`src/rtl/fpnew_result_fifo.sv`:
```
// rtl/fpnew_result_fifo.sv - registered-ready result FIFO at the tail of the FPU pipeline
// Optional fall-through when empty: define FPNEW_RESULT_FIFO_BYPASS_EN.
module fpnew_result_fifo #(
    parameter int unsigned Depth = 2,
    parameter type FpType = logic,
    parameter type TagType = logic,
    parameter type AuxType = logic,
    localparam int unsigned CntWidth = $clog2(Depth + 1)
) (
    input  logic                clk_i,
    input  logic                rst_ni,
    input  FpType               result_i,
    input  logic [4:0]          status_i,
    input  TagType              tag_i,
    input  AuxType              aux_i,
    input  logic                in_valid_i,
    output logic                in_ready_o,
    input  logic                flush_i,
    output FpType               result_o,
    output logic [4:0]          status_o,
    output TagType              tag_o,
    output AuxType              aux_o,
    output logic                out_valid_o,
    input  logic                out_ready_i,
    output logic [CntWidth-1:0] count_o,
    output logic                busy_o
);

    localparam int unsigned PtrWidth = (Depth > 1) ? $clog2(Depth) : 1;
    localparam logic [PtrWidth-1:0] LastPtr = PtrWidth'(Depth - 1);
    localparam logic [CntWidth-1:0] FullCnt = CntWidth'(Depth);

    typedef struct packed {
        FpType      result;
        logic [4:0] status;
        TagType     tag;
        AuxType     aux;
    } entry_t;

    entry_t                mem_q [Depth];
    entry_t                wr_entry;
    entry_t                head_entry;
    logic [PtrWidth-1:0]   wr_ptr_q, wr_ptr_d;
    logic [PtrWidth-1:0]   rd_ptr_q, rd_ptr_d;
    logic [CntWidth-1:0]   count_q, count_d;
    logic                  empty, full;
    logic                  push, pop, out_valid;
    logic                  do_write, do_read;

    function automatic logic [PtrWidth-1:0] next_ptr(input logic [PtrWidth-1:0] p);
        return (p == LastPtr) ? '0 : p + PtrWidth'(1);
    endfunction

    assign empty    = (count_q == '0);
    assign full     = (count_q == FullCnt);
    assign wr_entry = '{result: result_i, status: status_i, tag: tag_i, aux: aux_i};

    // Ready is a function of registered occupancy only, cutting the ready chain.
    assign in_ready_o = ~full;
    assign push       = in_valid_i & in_ready_o;

`ifdef FPNEW_RESULT_FIFO_BYPASS_EN
    always_comb begin
        out_valid  = 1'b0;
        head_entry = mem_q[rd_ptr_q];
        if (!flush_i) begin
            out_valid = empty ? in_valid_i : 1'b1;
            if (empty) head_entry = wr_entry;
        end
    end
    assign pop      = out_valid & out_ready_i;
    // A word consumed straight through an empty FIFO never touches storage.
    assign do_write = push & ~(empty & out_ready_i);
    assign do_read  = pop & ~empty;
`else
    assign out_valid  = ~empty & ~flush_i;
    assign head_entry = mem_q[rd_ptr_q];
    assign pop        = out_valid & out_ready_i;
    assign do_write   = push;
    assign do_read    = pop;
`endif

    always_comb begin
        wr_ptr_d = wr_ptr_q;
        rd_ptr_d = rd_ptr_q;
        count_d  = count_q;
        if (flush_i) begin
            wr_ptr_d = '0;
            rd_ptr_d = '0;
            count_d  = '0;
        end else begin
            if (do_write) wr_ptr_d = next_ptr(wr_ptr_q);
            if (do_read)  rd_ptr_d = next_ptr(rd_ptr_q);
            if (do_write && !do_read) begin
                count_d = count_q + CntWidth'(1);
            end else if (!do_write && do_read) begin
                count_d = count_q - CntWidth'(1);
            end
        end
    end

    always_ff @(posedge clk_i) begin
        if (!rst_ni) begin
            wr_ptr_q <= '0;
            rd_ptr_q <= '0;
            count_q  <= '0;
            for (int i = 0; i < int'(Depth); i++) begin
                mem_q[i] <= '0;
            end
        end else begin
            wr_ptr_q <= wr_ptr_d;
            rd_ptr_q <= rd_ptr_d;
            count_q  <= count_d;
            if (do_write && !flush_i) begin
                mem_q[wr_ptr_q] <= wr_entry;
            end
        end
    end

    assign result_o    = head_entry.result;
    assign status_o    = head_entry.status;
    assign tag_o       = head_entry.tag;
    assign aux_o       = head_entry.aux;
    assign out_valid_o = out_valid;
    assign count_o     = count_q;
    assign busy_o      = ~empty;

endmodule
```
`config.mk`:
```
export PLATFORM = sky130hd
export DESIGN_NAME = fpnew_result_fifo
export DESIGN_NICKNAME = d
export VERILOG_FILES = /design/src/rtl/fpnew_result_fifo.sv
export SDC_FILE = /design/constraint.sdc
export NUM_CORES = 1
export LEC_CHECK = 0
export CAP_MARGIN = 20
export CORE_MARGIN = 4
export CORE_UTILIZATION = 35
export DETAILED_ROUTE_END_ITERATION = 10
export GPL_TIMING_DRIVEN = 1
export SYNTH_ARGS = -nofsm -noshare
export SYNTH_HDL_FRONTEND = slang
export SYNTH_SLANG_ARGS = --single-unit
```
`constraint.sdc`:
```
create_clock -name clk_i -period 3.8 [get_ports clk_i]
set_input_delay 0.76 -clock clk_i [delete_from_list [all_inputs] [get_ports clk_i]]
set_output_delay 0.76 -clock clk_i [all_outputs]
set_load 0.05 [all_outputs]
```
Word level (Yosys, flattened, before mapping) --
Memories as Yosys holds them, arrays and structs flattened. A register that Yosys moved wholly into a read port is not among the register bits. Index checks and enable logic that the tools add are counted.
Storage, ports and cells: register bits 4, RAM bits 16, input port bits 13, output and inout bits 13, logic and storage cells 39, memories kept 1
Memories:
- mem_q | words 2, bits a word 8, read ports 1, clocked after memory_dff 1, wr ports 2, line 40 | entry_t mem_q [Depth];
Cells by class: add/subtract/negate cells 4, equal/unequal tests 1, mux-type cells 13, bitwise operators 7, reduce and logical (&&, ||, !) cells 10
Operators by type and width (count):
- $mux W1 | 10
- $mux W8 | 1
- $reduce_or A8 Y1 | 1
- $mux W2 | 2
- $not A1 Y1 | 4
- $and A1 B1 Y1 | 3
- $logic_and A1 B1 Y1 | 3
- $logic_not A1 Y1 | 3
- $add A1 B1 Y1 const B | 2
- $add A2 B1 Y2 const B | 1
- $eq A2 B2 Y1 const B | 1
- $logic_not A2 Y1 | 1
- $reduce_bool A2 Y1 | 1
- $reduce_or A2 Y1 | 1
- $sub A2 B1 Y2 const B | 1

Depth between registers and ports, before layout --
word-level depth 9, depth in mapped cells 7, depth with buffers taken out 7

Worst setup path before layout --
Ideal clock, no wire load.
path kind register -> register, start point register count_q[0], in the netlist count_o[0], end point register count_q[1], in the netlist count_o[1], setup time 0.073 ns, arrival time 2.810 ns, required time 3.727 ns, setup slack 0.916 ns, stages on the path, launching flop included 8, buffers on the path 0, cells stage by stage dfxtp_1 > or2_2 > nor2b_1 > nand2_1 > ha_1 > xor2_1 > or3_1 > a21oi_1
Between the ends: longest elaborated chain between the ends 7, elaborated cells on any way between the ends 16
Ends and longest elaborated chain:
- start, declared | line 45 | logic [CntWidth-1:0] count_q, count_d;
- start signal, assigned | line 113 | count_q <= count_d;
- $logic_not A2 Y1 (*) | line 54 | assign empty = (count_q == '0);
- $not A1 Y1 (*)
- net busy_o | line 26 | output logic busy_o
- $and A1 B1 Y1 (*) | line 76 | assign out_valid = ~empty & ~flush_i;
- net out_valid_o | line 23 | output logic out_valid_o,
- $and A1 B1 Y1 (*) | line 78 | assign pop = out_valid & out_ready_i;
- $logic_not A1 Y1 | line 94 | if (do_write && !do_read) begin
- $logic_and A1 B1 Y1 | line 94
- $mux W2 or $reduce_bool A2 Y1 (tied branches)
Mark *: on every way through the listed nets, which the timed path passes. The rest lies on a longest branch. The select of a mux whose other input is x is not followed. A chain may end at the register's enable or synchronous reset.

Final worst setup path --
start point input port flush_i, end point output port out_valid_o
Between the ends: longest elaborated chain between the ends 2
Ends and longest elaborated chain:
- start, declared | line 18 | input logic flush_i,
- $not A1 Y1 | line 76
- $and A1 B1 Y1 | line 76
- end, declared | line 23
No other way between the ends.

==> metrics.txt <==
#FFs+latches synth=21; gate count after technology mapping=73; worst slack at placement=0.8934 ns; post-synthesis mux area share=under 10%; Hold Vio Cnt, Final=0; top cells by area, synth=edfxtp_1 (50%), and2_1 (10%), dfxtp_1 (10%); DRT iter0 DRCs=5; nets=116; Seq pwr share=about 56%; period utilization=76.34%; Layout Skew=~0.0017 ns; CTS Sinks=21; final setup fails=0; drt via density=about 4.6; critical path's largest stage delay=roughly 0.82 ns; CTS clk-pin slew, worst paths=approximately 0.11 ns; final slew viol count=0; Post-CTS Setup Bufs=0; IR drop worst, VDD=between 0.2 and 0.25 mV; DP HPWL=1202 um; Post-Synth Adder-Cell Area=around 1.3%; hold depth=2; Post-Synth XOR/XNOR Area=between 2 and 3%; initial antenna violation count=0; chip height=between 60 and 70 um; hold_ws=between 0.5 and 0.6 ns; P_sw=132.5 uW; Comb pwr share=around 22%; area grow syn2layout=32.17%; GRT Overall Usage=approximately 10%; die area=around 3700 um2; I/O Buffers=25; Worst Path Buf+Inv=2; cell family with most CP delay=buffers and inverters; post-synth top area share=49.81%; global-route wire length before repair=~2600 um; Clock Path Buffers=2; layout cells sized above 1=approximately 16%; CP Launch Type=primary input; TritonCTS clock tree=done; FILL cells=232; max-cap violation count=0; CP max FO=2; largest family of logic cells by synthesized area=simple AND/OR/NAND/NOR gates; cts hold-fix bufs=0; CTS H-Tree Depth=1; Sw Ratio=approximately 28%; Total Power=472.7 uW; Inserted Clock Buffers=3; synthesized area=between 900 and 1000 um2; r2r setup slk=approximately 2.0 ns; pin count of the biggest net entering global routing=13; worst-path cell chain=clkdlybuf4s50_1 > nor2b_1 > clkdlybuf4s50_1; Crit. path cell count=3; area leader, netlist=edfxtp_1; Synth Area in Compound Gates=under 10%; worst hold path class=reg -> reg; Die W=about 60 um; status=complete, no violations; fmax=344.7 MHz; pwr/cell area=about 370 nW/um2; gr ovfl total=0; drt total wl=1620 um; Boundary Pins=26; Hold Crit Start=rd_ptr_q; Detailed Routing Iterations Pass 1=2; Post-Syn Area per Cell=13.21 um2; core outline area=2545 um2; Syn. warnings=0; Clock Tree Root=clkbuf_4; fin crit period=around 2.9 ns; reg-to-reg critical path endpoint=mem_q[1][6]; diodes inserted=0; vias after detailed routing=about 610; Remaining DRCs=0; Clk Latency, worst-skew pair=approximately 0.30 ns; required time worst endpoint=between 3 and 4 ns; slew margin rel.=66.27%; Synth top cells by count=and2_1 (16), edfxtp_1 (16), mux2_2 (8); Clock power frac=approximately 22%; Worst Hold Path EP=rd_ptr_q; Pint=approximately 340 uW; worst-case reg-to-reg path depth=3; Net Count, Synth=between 80 and 90; crit path capture type=output port; WS Path Type=in -> out; Critical Path AT=approximately 2.1 ns; reg2reg start=count_o[0]; post-cts gate resize count=0; fraction of registers with async set/reset=0%; CP max stage cell=clkdlybuf4s50_1; Synth cell types=18; Post-synth EDFFs=16; static leakage=~0.47 nW; Detail Route Antenna Nets=0; most common flop cell mapped by yosys=edfxtp_1; setup ws final=between 0.8 and 0.9 ns; unrepaired setup endpoints after global routing=false; number of global-route vias before repair=569; Cell Rows=18; Tightest Pin Transition=0.5044 ns; WL/cell=~12 um; Initial Util=37.91%; TNS Setup=0 ns; Final Wtd Congestion=0.6879; post-synthesis simple-gate area fraction=22.18%; Seq/Total Area, Yosys=between 60% and 70%; CP most frequent cell=clkdlybuf4s50_1
[per-layer routing]
metal  track usage (%)  part of all wire [%]  wire length (um)
met1             10.44                    39               633
met2             18.36                    54               872
met3             4.468                   5.6                91
met4             3.715                   1.4                23
met5                 0                     0                 0
[cells in the final DEF (no fill, tap or decap)]
cell type        instances
nor2b_2                  1
nor4_4                   2
nand2b_1                 3
nor2_1                   4
clkinv_2                 1
nand2_1                  1
nor2b_1                  1
and2_1                  16
clkdlybuf4s50_1         25
or3_1                    2
edfxtp_1                16
dfxtp_1                  5
or2_2                    1
ha_1                     1
inv_1                    3
clkbuf_4                 3
o21ai_0                  3
a21oi_1                  2
mux2_2                   8
xor2_1                   3
[final cells by class]
class	count	area, um2	share of cell area [%]
tap	30	37.54	2.944
timing repair buffer	25	250.2	19.63
clock buffer	3	22.52	1.766
sequential	21	580.6	45.53
multi-input combinational	48	367.9	28.85
inverter	3	11.26	0.8832
clock inverter	1	5.005	0.3925
[power groups by stage]
stage | logic (mW) | registers, mW | clock network (mW)
final | 0.103 | 0.264 | 0.105
after global routing | 0.110 | 0.266 | 0.122
after CTS | 0.105 | 0.265 | 0.107
after detailed placement | 0.104 | 0.270 | 0
after global placement | 0.104 | 0.269 | 0
after floorplan | 0.0631 | 0.272 | 0
[worst min-delay path, cell delays in order (launching register included)]
cell and delay, ns:
dfxtp_1 0.34, xor2_1 0.08, nor2_1 0.08
[through the flow]
| step | cell area [um2] | instances | util (%) |
|---|---|---|---|
| 2_1_floorplan | 964.7 | 73 | - |
| 3_3_place_gp | 1247 | 127 | 49.02 |
| 3_5_place_dp | 1247 | 127 | 49.02 |
| 4_1_cts | 1275 | 131 | 50.10 |
| 5_1_grt | 1275 | 131 | 50.10 |
| 6_report | 1275 | 131 | 50.10 |
[kinds of logic (layout without fill, tap and decap cells)]
kind of cell | after synthesis | after routing
AND/OR/NAND/NOR | 31 | 31
flip-flops | 21 | 21
multiplexers | 8 | 8
AO/OA/AOI/OAI | 5 | 5
buffers and inverters | 4 | 32
XOR/XNOR | 3 | 3
adder cells (fa/ha/maj) | 1 | 1
[state kept, by name (all words and copies together) (netlist names), named ones only]
register and cells:
rd_ptr_q 1, wr_ptr_q 1, mem_q 16, count_o 2
[worst max path at each step]
stage / start / end / slack (ns)
4_1_cts: flush_i / out_valid_o / 0.89
6_report: flush_i / out_valid_o / 0.90
3_3_place_gp: flush_i / out_valid_o / 0.90
5_1_grt: flush_i / out_valid_o / 0.84
2_1_floorplan: count_o[0] / count_o[1] / 0.92
3_5_place_dp: flush_i / out_valid_o / 0.89
(Power assumes the default switching activity.)
